$ cat src/rtl/gray_pkg.sv
// rtl/gray_pkg.sv - shared Gray-code helpers and counter operation type
package gray_pkg;

  // Helpers work on a fixed wide word; zero-extended narrower values convert correctly.
  localparam int GRAY_MAX_W = 64;

  typedef logic [GRAY_MAX_W-1:0] gray_word_t;

  typedef enum logic [1:0] {
    OP_IDLE,
    OP_LOAD,
    OP_STEP
  } gray_op_e;

  function automatic gray_word_t bin2gray(input gray_word_t b);
    return b ^ (b >> 1);
  endfunction

  function automatic gray_word_t gray2bin(input gray_word_t g);
    gray_word_t b;
    b[GRAY_MAX_W-1] = g[GRAY_MAX_W-1];
    for (int i = GRAY_MAX_W - 2; i >= 0; i--) begin
      b[i] = b[i+1] ^ g[i];
    end
    return b;
  endfunction

  function automatic gray_word_t max_count(input int w);
    if (w >= GRAY_MAX_W) return '1;
    return (gray_word_t'(1) << w) - gray_word_t'(1);
  endfunction

endpackage

$ cat src/rtl/gray_codec.sv
// rtl/gray_codec.sv - combinational binary<->Gray converter of one input word
module gray_codec
  import gray_pkg::*;
#(
  parameter int WIDTH = 4
) (
  input  logic [WIDTH-1:0] i_val,
  output logic [WIDTH-1:0] o_gray,
  output logic [WIDTH-1:0] o_bin
);

  assign o_gray = WIDTH'(bin2gray(gray_word_t'(i_val)));
  assign o_bin  = WIDTH'(gray2bin(gray_word_t'(i_val)));

endmodule

$ cat src/rtl/gray_counter.sv
// rtl/gray_counter.sv - up/down binary counter with registered Gray output and boundary pulse
module gray_counter
  import gray_pkg::*;
#(
  parameter int WIDTH = 4,
  parameter bit WRAP  = 1'b1
) (
  input  logic             clk,
  input  logic             rst,
  input  logic             en,
  input  logic             up,
  input  logic             load,
  input  logic             load_is_gray,
  input  logic [WIDTH-1:0] load_val,
  output logic [WIDTH-1:0] bin_q,
  output logic [WIDTH-1:0] gray_q,
  output logic             tc
);

  localparam logic [WIDTH-1:0] LP_MAX = WIDTH'(max_count(WIDTH));

  logic [WIDTH-1:0] r_bin;
  logic [WIDTH-1:0] r_gray;
  logic             r_tc;

  logic [WIDTH-1:0] w_enc_gray;
  logic [WIDTH-1:0] w_dec_bin;
  logic [WIDTH-1:0] w_step_bin;
  logic [WIDTH-1:0] w_next_bin;
  logic [WIDTH-1:0] w_next_gray;
  logic             w_next_tc;
  logic             w_at_edge;
  gray_op_e         w_op;

  gray_codec #(.WIDTH(WIDTH)) u_load_codec (
    .i_val  (load_val),
    .o_gray (w_enc_gray),
    .o_bin  (w_dec_bin)
  );

  always_comb begin
    w_op       = OP_IDLE;
    w_at_edge  = up ? (r_bin == LP_MAX) : (r_bin == '0);
    w_step_bin = up ? (r_bin + WIDTH'(1)) : (r_bin - WIDTH'(1));
    w_next_bin  = r_bin;
    w_next_gray = r_gray;
    w_next_tc   = 1'b0;

    if (load)    w_op = OP_LOAD;
    else if (en) w_op = OP_STEP;

    case (w_op)
      OP_LOAD: begin
        // A Gray-coded load value is already the Gray form of the decoded binary.
        w_next_bin  = load_is_gray ? w_dec_bin : load_val;
        w_next_gray = load_is_gray ? load_val : w_enc_gray;
      end
      OP_STEP: begin
        if (w_at_edge && !WRAP) begin
          w_next_tc = 1'b1;
        end else begin
          w_next_bin  = w_step_bin;
          w_next_gray = WIDTH'(bin2gray(gray_word_t'(w_step_bin)));
          w_next_tc   = w_at_edge;
        end
      end
      default: begin
        w_next_tc = 1'b0;
      end
    endcase
  end

  always_ff @(posedge clk) begin
    if (rst) begin
      r_bin  <= '0;
      r_gray <= '0;
      r_tc   <= 1'b0;
    end else begin
      r_bin  <= w_next_bin;
      r_gray <= w_next_gray;
      r_tc   <= w_next_tc;
    end
  end

  assign bin_q  = r_bin;
  assign gray_q = r_gray;
  assign tc     = r_tc;

endmodule

$ cat config.mk
export PLATFORM = sky130hd
export DESIGN_NAME = gray_counter
export DESIGN_NICKNAME = d
export VERILOG_FILES = /design/src/rtl/gray_pkg.sv /design/src/rtl/gray_codec.sv /design/src/rtl/gray_counter.sv
export SDC_FILE = /design/constraint.sdc
export NUM_CORES = 1
export LEC_CHECK = 0
export CORE_AREA = 5 5 51 53
export CTS_BUF_LIST = sky130_fd_sc_hd__clkbuf_8
export DETAILED_ROUTE_END_ITERATION = 10
export DIE_AREA = 0 0 56 58
export PLACE_DENSITY_LB_ADDON = 0.08
export REMOVE_ABC_BUFFERS = 1
export SLEW_MARGIN = 20
export SYNTH_ARGS = -nofsm -noshare
export SYNTH_HDL_FRONTEND = slang
export SYNTH_SLANG_ARGS = --single-unit
$ cat constraint.sdc
create_clock -name clk -period 3.75 [get_ports clk]
set_input_delay 0.375 -clock clk [delete_from_list [all_inputs] [get_ports clk]]
set_output_delay 0.375 -clock clk [all_outputs]
set_load 0.01 [all_outputs]
# ---- Word-level counts from Yosys, hierarchy flattened
# Cells that the tools add are included.
# Widths: inputs -> output; s select.
dict set report op_classes {
  addsub 2
  eq_ne 3
  mux 8
  bitwise 6
  reduce_logical 3
}
# op count
set op_table {}
lappend op_table {{$pmux 4 s2} 2}
lappend op_table {{$mux 4} 2}
lappend op_table {{$xor 4x3->4} 2}
lappend op_table {{$add 4x1->4 const B} 1}
lappend op_table {{$eq 4x4->1 const B} 1}
lappend op_table {{$logic_not 4->1} 1}
lappend op_table {{$mux 2} 2}
lappend op_table {{$sub 4x1->4 const B} 1}
lappend op_table {{$mux 3} 1}
lappend op_table {{$xor 1x1->1} 3}
lappend op_table {{$eq 2x1->1 const B} 1}
lappend op_table {{$eq 2x2->1 const B} 1}
lappend op_table {{$reduce_bool 2->1} 1}
lappend op_table {{$reduce_or 2->1} 1}
lappend op_table {{$mux 1} 1}
lappend op_table {{$not 1->1} 1}
dict set report word_totals {
  regBits 9
  in_bits 10
  out_inout_bits 9
}

# ---- Logic depth before layout (Yosys ltp)
# Gate-level depths: netlist of run 1.
dict set report logic_depth {
  depth_word 5
  depth_mapped 6
  depth_no_buf 6
}

# ---- Cells and area by module
# Synthesis of run 1 repeated with hierarchy kept, for this count alone.
dict set report hier_totals {
  hier_cells 80
  hier_area_um2 698.2
}
# module instances cells_each area_per_inst_um2 seq_area_each_um2
set by_module_without_submodules {}
lappend by_module_without_submodules {gray_counter 1 71 620.6 180.2}
lappend by_module_without_submodules {gray_codec 1 9 77.6 0.0}

# ---- Least setup slack after synthesis of run 1
# No wires, ideal clock.
dict set report synth_path {
  kind {input to register}
  start {input port up}
  end {register r_gray[1], in the netlist gray_q[1]}
  setup_ns 0.095
  arrival_time_ns 1.585
  required_time_ns 3.655
  slack_ns 2.070
  path_stages 6
  path_buffers 0
  path_cell_list {inv_1 fa_1 xnor2_1 xnor2_1 nand2_1 a221oi_1}
}
dict set report synth_between {
  elab_chain_cells 3
}
# item line
set synth_rtl {}
lappend synth_rtl {{start, declared} gray_counter.sv:11} ;# input logic up,
lappend synth_rtl {{$mux 4} gray_counter.sv:44} ;# w_step_bin = up ? (r_bin + WIDTH'(1)) : (r_bin - WIDTH'(1));
lappend synth_rtl {{$xor 4x3->4} gray_pkg.sv:16} ;# return b ^ (b >> 1);
lappend synth_rtl {{$pmux 4 s2} gray_counter.sv:52} ;# case (w_op)
lappend synth_rtl {{end signal, assigned} gray_counter.sv:80} ;# r_gray <= w_next_gray;
lappend synth_rtl {{end, declared} gray_counter.sv:23} ;# logic [WIDTH-1:0] r_gray;
# Every way passes these cells.
# A chain may end at the register's enable or synchronous reset.

# ---- Worst setup path in the final report of run 1
# Same ends and word-level chain as after synthesis.

==> qor.txt, run 1 <==
Fin Clk Skew -> 0.0006868 ns
Clock sink count -> 8
GR Util All Layers -> 9.838%
Largest net degree at the start of global routing -> 15
Mean Syn Cell Area -> 8.547 um^2
Clk slew on worst S/H paths -> 0.04 ns
Worst VDD drop -> 0.1272 mV
CTS root buffer -> clkbuf_8
Area Overhead vs Synth -> 37.73%
CP arrival -> 2.26 ns
Vias -> 535
# IOs -> 19
Starting density of the core -> 28.82%
Slew Viols, Final -> 0
Outcome -> complete, no violations
First-pass GRT wire length -> 2463 um
Row count -> 17
R2R Setup Slk -> 2.02 ns
Layout cells sized above 1 -> 4.598%
Number of remaining DRC errors -> 0
Synth top area share -> 26.39%
Hold Path Class -> register to register
Hold Vio Cnt, Final -> 0
Critical path class -> input pin to register
Sw Share -> 29.83%
Cell Pwr Density -> 388.6 nW/um^2
Hold path start -> bin_q[3]
Synth Register Bits -> 8
DR WL/cell -> 12.13 um
Reg2reg end -> gray_q[1]
Tmin final -> 2.130 ns
Clock latency on the worst-skew pair -> 0.23 ns
Async SR Flop Fraction -> 0%
RD Place Congestion -> 0.8179
Endpoints failing setup -> 0
Overall power -> 324.8 uW
Clock buffer count from CTS -> 3
Clock Path Buffers -> 2
Die Footprint -> 3248 um^2
Critical Path RT -> 3.88 ns
Core footprint -> 2106 um^2
Max stage delay on crit path -> 0.52 ns
CTS tree -> done
Filler cell count -> 215
Cts hold-fix bufs -> 0
Worst path cell trace -> clkdlybuf4s50_1 -> inv_1 -> fa_1 -> xnor2_1 -> xnor2_1 -> nand2_1 -> a221oi_1
Drt via density -> 4.652
Crit path capture type -> register
CP delay by family, top -> buffers and inverters
Reg power frac -> 32.2%
R2R depth -> 5
Unrepaired setup endpoints after global routing -> no
Synth area leader -> dfxtp_1
Die Width -> 56 um
Area contributors post-synth -> dfxtp_1 26%, xnor2_1 13%, xor2_1 8.7%
Static Leak -> 0.3337 nW
Antenna diodes -> 0
Detailed Place HPWL -> 1089 um
Ys Warns -> 0
CP dominant cell by count -> xnor2_1
Post-Place Cells -> 112
Startpoint Class -> input pin
Initial DRC Count -> 3
Drt total wl -> 1395 um
Vias in the first global route -> 550
Final core utilization -> 39.69%
Pre-Repair DR Iteration Count -> 2
Net Sw Power -> 96.89 uW
Cell Count, Final, Fillers Out -> 115
Die Height -> 58 um
Post-route ant nets -> 0
Fin Setup TNS -> 0 ns
Combinational share of power -> 35.5%
Total gr overflow -> 0
Max Clock Freq -> 469.6 MHz
EDFF count, synth -> 0
Syn Std Cell Area -> 606.8 um^2
Initial antenna violation count -> 0
Number of maximum-capacitance violations -> 0
Internal -> 227.9 uW
Netlist cell types -> 27
Rel. slew slack -> 67.40%
Hold Path End -> tc
Worst-margin pin slew -> 0.4875 ns
Setup bufs post-CTS -> 0
Ys flop type -> dfxtp_1
Syn Inst Count -> 71
Reg2reg start -> bin_q[0]
CP max stage cell -> clkdlybuf4s50_1
H-tree levels -> 1
Seq/Total Area, Yosys -> 26.39%
Crit Path Max Fanout -> 4
Port buffer count -> 18
PostCTS Resize Cnt -> 0
Period utilisation layout -> 56.79%
Hold Crit Depth -> 2
Worst path buffer plus inverter count -> 2
Nets -> 102
Clk network pwr share -> 32.3%
==> how the worst max path moves through the flow <==
stage | from | to | slack (ns) | cells past startpoint
finish | up | gray_q[1] | 1.62 | 7
global route | up | gray_q[1] | 1.47 | 7
CTS | up | gray_q[1] | 1.62 | 7
detailed placement | up | gray_q[1] | 1.38 | 7
global placement | up | gray_q[1] | 1.42 | 7
floorplan | up | gray_q[1] | 2.07 | 6
==> cell usage after synthesis, types with 2 or more instances <==
cell	number
dfxtp_1	8
nand2_1	5
buf_2	3
xor2_1	6
nor2b_1	3
xnor2_1	9
ha_1	2
and3_1	2
inv_1	3
a211oi_1	5
nor2_1	5
a21oi_1	5
==> worst reg2reg max path, stage by stage (launching register included) <==
cell	delay, ns
dfxtp_1	0.39
fa_1	0.44
xnor2_1	0.30
xnor2_1	0.16
nand2_1	0.07
a221oi_1	0.27
==> cell type report <==
type / instances / area (um^2) / area share, %
inverters: 3 / 11.26 / 1.347
flip-flops and latches: 8 / 160.2 / 19.16
repair buffers: 18 / 180.2 / 21.56
well taps: 28 / 35.03 / 4.192
clock buffers: 3 / 41.29 / 4.940
multi-input cells: 55 / 407.9 / 48.80
==> power groups by stage <==
stage          registers [mW]  logic [mW]  clock network [mW]
3_5_place_dp            0.106       0.116                   0
2_1_floorplan           0.108      0.0663                   0
4_1_cts                 0.105       0.117               0.108
3_3_place_gp            0.106       0.117                   0
5_1_grt                 0.106       0.129               0.111
6_report                0.105       0.115               0.105
==> cell families (layout without fill, tap and decap cells) <==
| logic type | Yosys count | count (layout) | share of synthesized area [%] |
|---|---|---|---|
| adders and majority gates | 3 | 3 | 7.422 |
| DFF | 8 | 8 | 26.39 |
| buffers and inverters | 8 | 24 | 6.391 |
| AOI/OAI and AO/OA | 16 | 16 | 17.94 |
| xor gates and xnor gates | 16 | 16 | 25.57 |
| and+or+nand+nor | 20 | 20 | 16.29 |
==> cell usage in the layout, fill, tap and decap left out <==
master	instances
a21o_1	1
or2b_1	1
or3_1	1
xnor2_1	9
a211oi_2	1
clkbuf_8	3
a211oi_1	5
nand3_1	1
o22ai_1	1
nor2_1	5
fa_1	1
inv_1	3
dfxtp_1	8
xor2_1	6
clkdlybuf4s50_1	18
nor2b_1	3
and3_1	2
a21oi_1	5
o21ai_0	1
nor3_1	1
a221oi_1	1
nand2_1	5
ha_1	2
nor4_1	1
a31oi_1	1
xor3_1	1
==> metrics by stage <==
step           instance area [um^2]  setup WS, ns  hold WS [ns]
6_report                      835.8         1.620        0.5644
5_1_grt                       835.8         1.468        0.5997
4_1_cts                       835.8         1.620        0.5655
3_5_place_dp                  794.5         1.383        0.5590
3_3_place_gp                  794.5         1.423        0.5534
2_1_floorplan                 579.3         2.073        0.4396
==> sequential cells by signal, indices dropped and copies added (netlist names) <==
| register | cells |
|---|---|
| bin_q | 4 |
| tc | 1 |
| gray_q | 3 |
==> routing by layer <==
layer | routed length [um] | share of wire [%] | track usage [%]
met1 | 662 | 47 | 11.75
met2 | 619 | 44 | 15.69
met3 | 87 | 6.2 | 2.673
met4 | 25 | 1.8 | 6.102
met5 | 0 | 0 | 0
(Power assumes the default switching activity.)
==> run 2: changes to the inputs <==
clock period = 2.1 ns   (was 3.75 ns; I/O delays follow)
==> run 2 against run 1 <==
  * First-iteration DRC count grew to 4.0 times the previous value
  * Sequential share of layout area shrank 0.82 points
  * Worst setup slack lost 1.3 ns
  * Register-to-register slack lost 1.6 ns
  * Wire length grew 3.2%
  * Largest power group unchanged
  * Critical path depth grew 1
==> qor.txt, run 2 (synthesis results as in run 1) <==
Number of maximum-capacitance violations -> 0 (unchanged)
Die Height -> 58 um (unchanged)
Fin Setup TNS -> 0 ns (unchanged)
Most frequent cells in the layout -> 18 x clkdlybuf4s50_1, 9 x xnor2_1, 8 x dfxtp_1
Clock sink count -> 8 (unchanged)
Pre-Repair DR Iteration Count -> 4 (+2)
Most common cell after layout, fill and taps aside -> clkdlybuf4s50_1
# IOs -> 19 (unchanged)
First-pass GRT wire length -> 2421 um (-1.7%)
PostCTS Resize Cnt -> 0 (unchanged)
Endpoints failing setup -> 0 (unchanged)
H-tree levels -> 1 (unchanged)
Fin area -> 873.3 um^2 (+4.5%)
Tmin final -> 1.800 ns
Static Leak -> 0.3577 nW (+7.2%)
Worst VDD drop -> 0.2167 mV (+70%)
Hold Path Class -> register to register
Setup bufs post-CTS -> 0 (unchanged)
Detailed Place HPWL -> 1169 um (+7.3%)
Crit Path Max Fanout -> 3 (-1)
Largest register FFs -> 4 (unchanged)
Area Overhead vs Synth -> 43.92%
Vias in the first global route -> 530 (-3.6%)
Clk slew on worst S/H paths -> 0.04 ns (about the same)
Clock buffer count from CTS -> 3 (unchanged)
Die Footprint -> 3248 um^2 (unchanged)
Rel. slew slack -> 77.15% (+9.8 points)
Max Clock Freq -> 555.6 MHz
Clock latency on the worst-skew pair -> 0.22 ns (about the same)
Die Width -> 56 um (unchanged)
Drt total wl -> 1440 um (+3.2%)
Critical path class -> input pin to register
DR WL/cell -> 12.00 um (-1.1%)
Fin Clk Skew -> 0.001890 ns (+0.001204 ns)
Layout cells sized above 1 -> 9.783% (+5.2 points)
Unrepaired setup endpoints after global routing -> no
Slew Viols, Final -> 0 (unchanged)
CTS tree -> done
Total gr overflow -> 0 (unchanged)
Number of remaining DRC errors -> 0 (unchanged)
Initial DRC Count -> 12 (+9)
Area after DPL -> 832.0 um^2 (+4.7%)
Hold Vio Cnt, Final -> 0 (unchanged)
Antenna diodes -> 0 (unchanged)
Final core utilization -> 41.47% (+1.8 points)
RD Place Congestion -> 0.7774 (-5.0%)
Place WS -> 0.05839 ns (-1.325 ns)
CTS root buffer -> clkbuf_8
Worst-margin pin slew -> 0.3416 ns (-0.1458 ns)
Setup WS post-layout -> 0.3002 ns (-1.320 ns)
Cell Pwr Density -> 673.0 nW/um^2 (+73%)
Starting density of the core -> 28.82% (unchanged)
Cts hold-fix bufs -> 0 (unchanged)
Nets -> 107 (+4.9%)
Post-route ant nets -> 0 (unchanged)
Crit path capture type -> register
Critical Path RT -> 2.23 ns (-1.65 ns)
Largest net degree at the start of global routing -> 11 (-4)
Overall power -> 587.7 uW (+81%)
Startpoint Class -> input pin
Initial antenna violation count -> 0 (unchanged)
CP arrival -> 1.93 ns (-0.33 ns)
Drt via density -> 4.642 (-0.23%)
Vias -> 557 (+4.1%)
Period utilisation layout -> 85.71%
Clock Path Buffers -> 2 (unchanged)
Port buffer count -> 18 (unchanged)
Row count -> 17 (unchanged)
Core footprint -> 2106 um^2 (unchanged)
Outcome -> complete, no violations
GR Util All Layers -> 9.861% (+0.024 points)
Filler cell count -> 223 (+3.7%)
## run 2: metrics by stage
| step | std cells | hold WS, ns |
|---|---|---|
| global placement | 117 | 0.5564 |
| global route | 120 | 0.5850 |
| detailed placement | 117 | 0.5530 |
| finish | 120 | 0.5573 |
| CTS | 120 | 0.5625 |
| floorplan | 66 | 0.2746 |
## run 2: final timing paths
kind,to,depth (start not counted),from,slack [ns]
worst max-delay path,gray_q[1],8,up,0.30
worst min-delay path,tc,2,bin_q[3],0.56
worst max register to register,gray_q[1],6,bin_q[0],0.47
worst min register to register,tc,2,bin_q[3],0.56
## run 2: critical path, stage by stage
cell and delay [ns]:
clkdlybuf4s50_1 0.48, inv_1 0.08, fa_1 0.43, xnor2_1 0.13, buf_4 0.14, xnor2_1 0.13
nand2_1 0.08, a221oi_1 0.24
## run 2: per-layer routing
metal  wire, um  global-route usage, %
met1        603                  10.74
met2        689                  16.19
met3        123                  3.786
met4         23                  6.102
met5          0                      0
## run 2: layout make-up
class	count	area, um^2	share of cell area (%)
clock buffer	3	41.29	4.728
inverter	3	11.26	1.289
multi-input combinational	55	407.9	46.70
sequential	8	160.2	18.34
tap	28	35.03	4.011
timing repair buffer	23	217.7	24.93
## run 2: where the power goes
| group | internal (mW) | switching, mW | total (mW) | leakage (nW) |
|---|---|---|---|---|
| sequential | 0.168 | 0.0180 | 0.186 | 0.0664 |
| combinational | 0.126 | 0.0956 | 0.221 | 0.270 |
| clock | 0.124 | 0.0563 | 0.180 | 0.0216 |
